## src/rtl/operand_ctrl_fsm.sv

```systemverilog
// Multicycle fetch/decode control FSM driving ALU operand selects, ALU op and memory/PC/regfile strobes.
// Optional build macro OPERAND_CTRL_TRAP_EN: illegal instructions lock the FSM in TRAP until reset.
module operand_ctrl_fsm #(
    parameter int DATA_W      = 32,
    parameter int MEM_TIMEOUT = 16
) (
    input  logic              clk,
    input  logic              rst_n,
    output logic              instr_req,
    input  logic              instr_valid,
    input  logic [DATA_W-1:0] instr_data,
    input  logic              mem_ack,
    output logic              mem_read,
    output logic              mem_write,
    input  logic              alu_zero,
    output logic [1:0]        sel_operA,
    output logic [1:0]        sel_operB,
    output logic [3:0]        alu_op,
    output logic [DATA_W-1:0] immediate_ext,
    output logic [DATA_W-1:0] immediate_desp,
    output logic              pc_write,
    output logic [1:0]        pc_src,
    output logic              tgt_write,
    output logic              reg_write,
    output logic              reg_dst,
    output logic              mem_to_reg,
    output logic              illegal,
    output logic              mem_err
);

    localparam int CNT_W = $clog2(MEM_TIMEOUT + 1);

    localparam logic [3:0] ALU_ADD = 4'd0;
    localparam logic [3:0] ALU_SUB = 4'd1;
    localparam logic [3:0] ALU_AND = 4'd2;
    localparam logic [3:0] ALU_OR  = 4'd3;
    localparam logic [3:0] ALU_SLT = 4'd4;

    typedef enum logic [2:0] {
        ST_FETCH  = 3'd0,
        ST_DECODE = 3'd1,
        ST_EXEC   = 3'd2,
        ST_MEM    = 3'd3,
        ST_WB     = 3'd4
`ifdef OPERAND_CTRL_TRAP_EN
        , ST_TRAP = 3'd5
`endif
    } state_t;

    typedef enum logic [2:0] {
        K_R    = 3'd0,
        K_ADDI = 3'd1,
        K_LW   = 3'd2,
        K_SW   = 3'd3,
        K_BEQ  = 3'd4,
        K_J    = 3'd5,
        K_ILL  = 3'd6
    } kind_t;

    function automatic kind_t decode_kind(input logic [5:0] opcode, input logic [5:0] funct);
        kind_t k;
        case (opcode)
            6'h00: begin
                case (funct)
                    6'h20, 6'h22, 6'h24, 6'h25, 6'h2A: k = K_R;
                    default:                           k = K_ILL;
                endcase
            end
            6'h08:   k = K_ADDI;
            6'h23:   k = K_LW;
            6'h2B:   k = K_SW;
            6'h04:   k = K_BEQ;
            6'h02:   k = K_J;
            default: k = K_ILL;
        endcase
        return k;
    endfunction

    function automatic logic [3:0] funct_alu(input logic [5:0] funct);
        logic [3:0] op;
        case (funct)
            6'h22:   op = ALU_SUB;
            6'h24:   op = ALU_AND;
            6'h25:   op = ALU_OR;
            6'h2A:   op = ALU_SLT;
            default: op = ALU_ADD;
        endcase
        return op;
    endfunction

    state_t             state_r, state_nxt_s;
    logic [DATA_W-1:0]  ir_r;
    logic [CNT_W-1:0]   tmo_cnt_r;
    logic [CNT_W-1:0]   cnt_inc_s;
    logic               mem_err_r;
    logic               ir_load_s;
    logic               tmo_hit_s;
    kind_t              kind_s;
    logic [DATA_W-1:0]  imm_ext_s;
    logic               ir_unused_s;

    assign kind_s      = decode_kind(ir_r[31:26], ir_r[5:0]);
    assign cnt_inc_s   = tmo_cnt_r + {{(CNT_W-1){1'b0}}, 1'b1};
    assign tmo_hit_s   = (state_r == ST_MEM) && !mem_ack && (cnt_inc_s == CNT_W'(MEM_TIMEOUT));
    assign imm_ext_s   = {{(DATA_W-16){ir_r[15]}}, ir_r[15:0]};
    assign ir_unused_s = ^ir_r[25:16];

    // Immediates are pure functions of IR, forced low while reset is asserted.
    assign immediate_ext  = rst_n ? imm_ext_s : {DATA_W{1'b0}};
    assign immediate_desp = rst_n ? {imm_ext_s[DATA_W-3:0], 2'b00} : {DATA_W{1'b0}};

    // State, instruction register, MEM timeout counter and sticky error flag.
    always_ff @(posedge clk) begin
        if (!rst_n) begin
            state_r   <= ST_FETCH;
            ir_r      <= {DATA_W{1'b0}};
            tmo_cnt_r <= {CNT_W{1'b0}};
            mem_err_r <= 1'b0;
        end else begin
            state_r <= state_nxt_s;
            if (ir_load_s) begin
                ir_r <= instr_data;
            end
            if (state_r == ST_MEM && !mem_ack && !tmo_hit_s) begin
                tmo_cnt_r <= cnt_inc_s;
            end else begin
                tmo_cnt_r <= {CNT_W{1'b0}};
            end
            if (tmo_hit_s) begin
                mem_err_r <= 1'b1;
            end
        end
    end

    // Next-state and output decode; everything stays zero while reset is held.
    always_comb begin
        state_nxt_s = state_r;
        ir_load_s   = 1'b0;
        instr_req   = 1'b0;
        mem_read    = 1'b0;
        mem_write   = 1'b0;
        sel_operA   = 2'b00;
        sel_operB   = 2'b00;
        alu_op      = ALU_ADD;
        pc_write    = 1'b0;
        pc_src      = 2'b00;
        tgt_write   = 1'b0;
        reg_write   = 1'b0;
        reg_dst     = 1'b0;
        mem_to_reg  = 1'b0;
        illegal     = 1'b0;
        mem_err     = 1'b0;
        if (!rst_n) begin
            state_nxt_s = ST_FETCH;
        end else begin
            mem_err = mem_err_r;
            case (state_r)
                ST_FETCH: begin
                    instr_req = 1'b1;
                    sel_operA = 2'b01;
                    sel_operB = 2'b01;
                    if (instr_valid) begin
                        ir_load_s   = 1'b1;
                        pc_write    = 1'b1;
                        state_nxt_s = ST_DECODE;
                    end else begin
                        state_nxt_s = ST_FETCH;
                    end
                end
                ST_DECODE: begin
                    sel_operA   = 2'b11;
                    sel_operB   = 2'b01;
                    tgt_write   = 1'b1;
                    state_nxt_s = ST_EXEC;
                end
                ST_EXEC: begin
                    case (kind_s)
                        K_R: begin
                            alu_op      = funct_alu(ir_r[5:0]);
                            state_nxt_s = ST_WB;
                        end
                        K_ADDI: begin
                            sel_operA   = 2'b10;
                            sel_operB   = 2'b10;
                            state_nxt_s = ST_WB;
                        end
                        K_LW, K_SW: begin
                            sel_operA   = 2'b10;
                            sel_operB   = 2'b10;
                            state_nxt_s = ST_MEM;
                        end
                        K_BEQ: begin
                            alu_op      = ALU_SUB;
                            pc_src      = 2'b01;
                            pc_write    = alu_zero;
                            state_nxt_s = ST_FETCH;
                        end
                        K_J: begin
                            pc_src      = 2'b10;
                            pc_write    = 1'b1;
                            state_nxt_s = ST_FETCH;
                        end
                        default: begin
                            illegal = 1'b1;
`ifdef OPERAND_CTRL_TRAP_EN
                            state_nxt_s = ST_TRAP;
`else
                            state_nxt_s = ST_FETCH;
`endif
                        end
                    endcase
                end
                ST_MEM: begin
                    // Address operands stay selected while the access is outstanding.
                    sel_operA = 2'b10;
                    sel_operB = 2'b10;
                    mem_read  = (kind_s == K_LW);
                    mem_write = (kind_s == K_SW);
                    if (mem_ack) begin
                        state_nxt_s = (kind_s == K_LW) ? ST_WB : ST_FETCH;
                    end else if (tmo_hit_s) begin
                        state_nxt_s = ST_FETCH;
                    end else begin
                        state_nxt_s = ST_MEM;
                    end
                end
                ST_WB: begin
                    reg_write   = 1'b1;
                    reg_dst     = (kind_s == K_R);
                    mem_to_reg  = (kind_s == K_LW);
                    state_nxt_s = ST_FETCH;
                end
`ifdef OPERAND_CTRL_TRAP_EN
                ST_TRAP: begin
                    illegal     = 1'b1;
                    state_nxt_s = ST_TRAP;
                end
`endif
                default: begin
                    state_nxt_s = ST_FETCH;
                end
            endcase
        end
    end

endmodule

```

## config.mk

```make
export PLATFORM = sky130hd
export DESIGN_NAME = operand_ctrl_fsm
export DESIGN_NICKNAME = d
export VERILOG_FILES = /design/src/rtl/operand_ctrl_fsm.sv
export SDC_FILE = /design/constraint.sdc
export NUM_CORES = 1
export LEC_CHECK = 0
export ABC_AREA = 1
export CORE_MARGIN = 2
export CORE_UTILIZATION = 41
export CTS_CLUSTER_DIAMETER = 40
export CTS_CLUSTER_SIZE = 12
export DETAILED_ROUTE_END_ITERATION = 10
export PLACE_DENSITY = 0.9
export SLEW_MARGIN = 20
export SYNTH_ARGS = -nofsm -noshare
export SYNTH_HDL_FRONTEND = slang
export SYNTH_SLANG_ARGS = --single-unit
```

## constraint.sdc

```tcl
create_clock -name clk -period 4.15 [get_ports clk]
set_clock_uncertainty 0.15 [all_clocks]
set_input_delay 0.415 -clock clk [delete_from_list [all_inputs] [get_ports clk]]
set_output_delay 0.415 -clock clk [all_outputs]
set_load 0.1 [all_outputs]
```

==> key figures <==
Run status
  – Status: finished clean

Worst hold path
  – Hold path depth: 2
  – Worst Hold Path EP: mem_err_r
  – Worst hold path type: register to register
  – Hold path start: mem_err_r

Place
  – Pre-CTS setup slack: 1270 ps
  – Routability cong.: 0.861
  – Port buffer count: 107
  – DP HPWL: 3800 um

Logic synthesis
  – Post-synthesis sequential area ratio: 29.7%
  – Synth Area in Simple Gates: 30.3%
  – Ys Warns: 0
  – Area fraction in compound gates after synthesis: 10.1%
  – Ys async rst share: 0%
  – Post-synth EDFFs: 0
  – Yosys cell types: 34
  – Top_reg_cell synth: dfxtp_1
  – Post-synthesis area per instance: 7.06 sq um
  – Mapped Cells: 296
  – Mapped Area: 2090 sq um
  – Post-Synth Adder-Cell Area: 1.20%
  – Post-synthesis mux area share: 0%
  – Post-synthesis xor/xnor area fraction: 1.26%
  – Largest family of logic cells by synthesized area: simple AND/OR/NAND/NOR gates
  – Register bit total from synthesis: 31

Timing
  – Final cycle utilization of the critical path: 68.8%
  – Final hold vios: 0
  – Tmin final: 2850 ps
  – Tightest Pin Transition: 814 ps
  – Setup violations, final: 0
  – Final setup margin: 1300 ps
  – Fin. max-slew vios: 0
  – Setup TNS: 0 ps
  – Fmax: 350 MHz
  – Slew margin rel.: 45.7%
  – Unrepaired setup endpoints after global routing: false

Global route
  – Largest net degree at the start of global routing: 36
  – First-pass GRT wire length: 6980 um
  – Total grt overflow: 0
  – GRT Util Overall: 16.1%
  – Number of global-route vias before repair: 1,609
  – Antenna violations before repair: 0

Route
  – Average wire per standard cell: 10.9 um
  – Iter 0 DRT Violations: 88
  – DRC viols: 0
  – Routed vias: 1,874
  – Final ANT Viol Nets: 0
  – Routed vias/inst: 4.41
  – Routed WL: 4650 um
  – Total iterations of the first detailed-routing run: 4

Clock tree
  – Number of post-CTS setup repair buffers: 0
  – # hold bufs at CTS: 0
  – CTS clk-pin slew, worst paths: 70 ps
  – Post_cts resized: 0
  – CTS Buf Count: 5
  – H-Tree Depth: 2
  – Clock Tree Buf Depth: 2
  – CTS Root Cell: clkbuf_8
  – CTS tree: yes
  – Clock Latency Late Sink: 280 ps
  – Clock sink count: 31

Floorplan
  – Row cnt: 25
  – Ports: 121
  – Die area: 5690 sq um
  – Initial Util: 43.4%
  – Die Width: 75.4 um
  – Die H: 75.4 um
  – Core Area: 4820 sq um

Worst setup path
  – Crit end category: output port
  – Worst-path cell chain: clkdlybuf4s50_1, buf_4, nand2_1, inv_1, buf_4
  – Critical path class: input pin to output port
  – WP data arrival: 2290 ps
  – R2r setup slk: 2250 ps
  – Crit path max-delay cell type: inv_1
  – Crit path max fanout: 32
  – Slowest stage delay, CP: 600 ps
  – Reg2reg start: state_r[0]
  – CP required: 3590 ps
  – Worst path most repeated cell: buf_4
  – R2R Path End: ir_r[26]
  – R2R cell count: 6
  – CP Launch Type: input pin

Final layout
  – # diodes: 0
  – Area grow syn2layout: 33.3%
  – Highest-count cells in the layout ignoring fill and taps: buf_4, nand2_1, inv_1
  – Most common cell after layout, fill and taps aside: buf_4
  – Fraction of layout cells with a size suffix above 1: 33.2%
  – Nets@finish: 396

Power
  – Peak VDD IR: 0.231 mV
  – Leak: 0.00146 uW
  – Total power per unit cell area: 361 nW/um^2

Run
  – Max-cap violations: 0
[cell families (layout without fill, tap and decap cells)]
logic type / after synthesis / in the layout
other: 1 / 3
XOR/XNOR: 3 / 3
adder cells (fa/ha/maj): 2 / 2
AO/OA/AOI/OAI: 36 / 36
flip-flops: 31 / 31
AND/OR/NAND/NOR: 123 / 123
buffers and inverters: 100 / 160
[synth_stat cells (2+ instances only)]
cell / count / area [sq um]
a21oi_2: 2 / 17.5
nor2_4: 6 / 67.6
ha_1: 2 / 25.0
or2_0: 2 / 12.5
buf_2: 3 / 15.0
nand3_1: 12 / 60.1
o21ai_1: 2 / 10.0
nor3_1: 2 / 10.0
or2_1: 2 / 12.5
inv_1: 40 / 150
buf_4: 51 / 383
o21ai_2: 2 / 17.5
nand3_2: 6 / 60.1
inv_2: 4 / 15.0
xor2_1: 2 / 17.5
nor4_1: 2 / 12.5
nand2_1: 52 / 195
nor2_2: 5 / 31.3
nand4_1: 2 / 12.5
a21oi_1: 7 / 35.0
nor2_1: 27 / 101
dfxtp_1: 31 / 621
o21ai_0: 21 / 105
[report_power, final]
part           total (uW)  switching, uW  internal (uW)
clock                 222            105            117
sequential            328           12.7            315
combinational         455            356           98.5
[how the worst max path moves through the flow]
stage	from	end	slack, ps	cells past startpoint
after floorplan	rst_n	mem_to_reg	440	5
after global placement	rst_n	alu_op[1]	1330	9
after detailed placement	rst_n	immediate_ext[28]	1270	5
after CTS	rst_n	immediate_ext[28]	1270	5
after global routing	rst_n	alu_op[1]	1120	9
final	rst_n	immediate_ext[28]	1300	5
[per-stage QoR]
stage | cells | utilization [%] | hold WS [ps] | total power [uW] | instance area, sq um
6_report | 425 | 57.8 | 314 | 1010 | 2790
5_1_grt | 425 | 57.8 | 327 | 1050 | 2790
4_1_cts | 425 | 57.8 | 307 | 1020 | 2790
3_5_place_dp | 417 | 56.2 | 292 | 791 | 2710
3_3_place_gp | 417 | 56.2 | 286 | 785 | 2710
2_1_floorplan | 298 | - | 269 | 728 | 2110
[state kept, by name, indices dropped and copies added (netlist names)]
name	flops
mem_err_r	1
ir_r	22
state_r	3
tmo_cnt_r	5
[cell type report]
class	instances	area, sq um
Inverter	44	165
Clock buffer	7	76.3
Timing Repair Buffer	108	913
Clock inverter	1	5.00
Tap cell	67	83.8
Sequential cell	31	621
Fill cell	473	2030
Multi-Input combinational cell	167	922
[layer usage]
layer  wire (um)  up-vias  GRT usage, %
li1            -      985             -
met1        1930      829          19.5
met2        2380       56          27.1
met3         300        4          4.63
met4          48        0          5.85
met5           0        -             0
[critical path: cells and delay by family]
family | cells | cell delay, ps
buffers and inverters | 4 | 1740
AND/OR/NAND/NOR | 1 | 110
(Power assumes the default switching activity.)
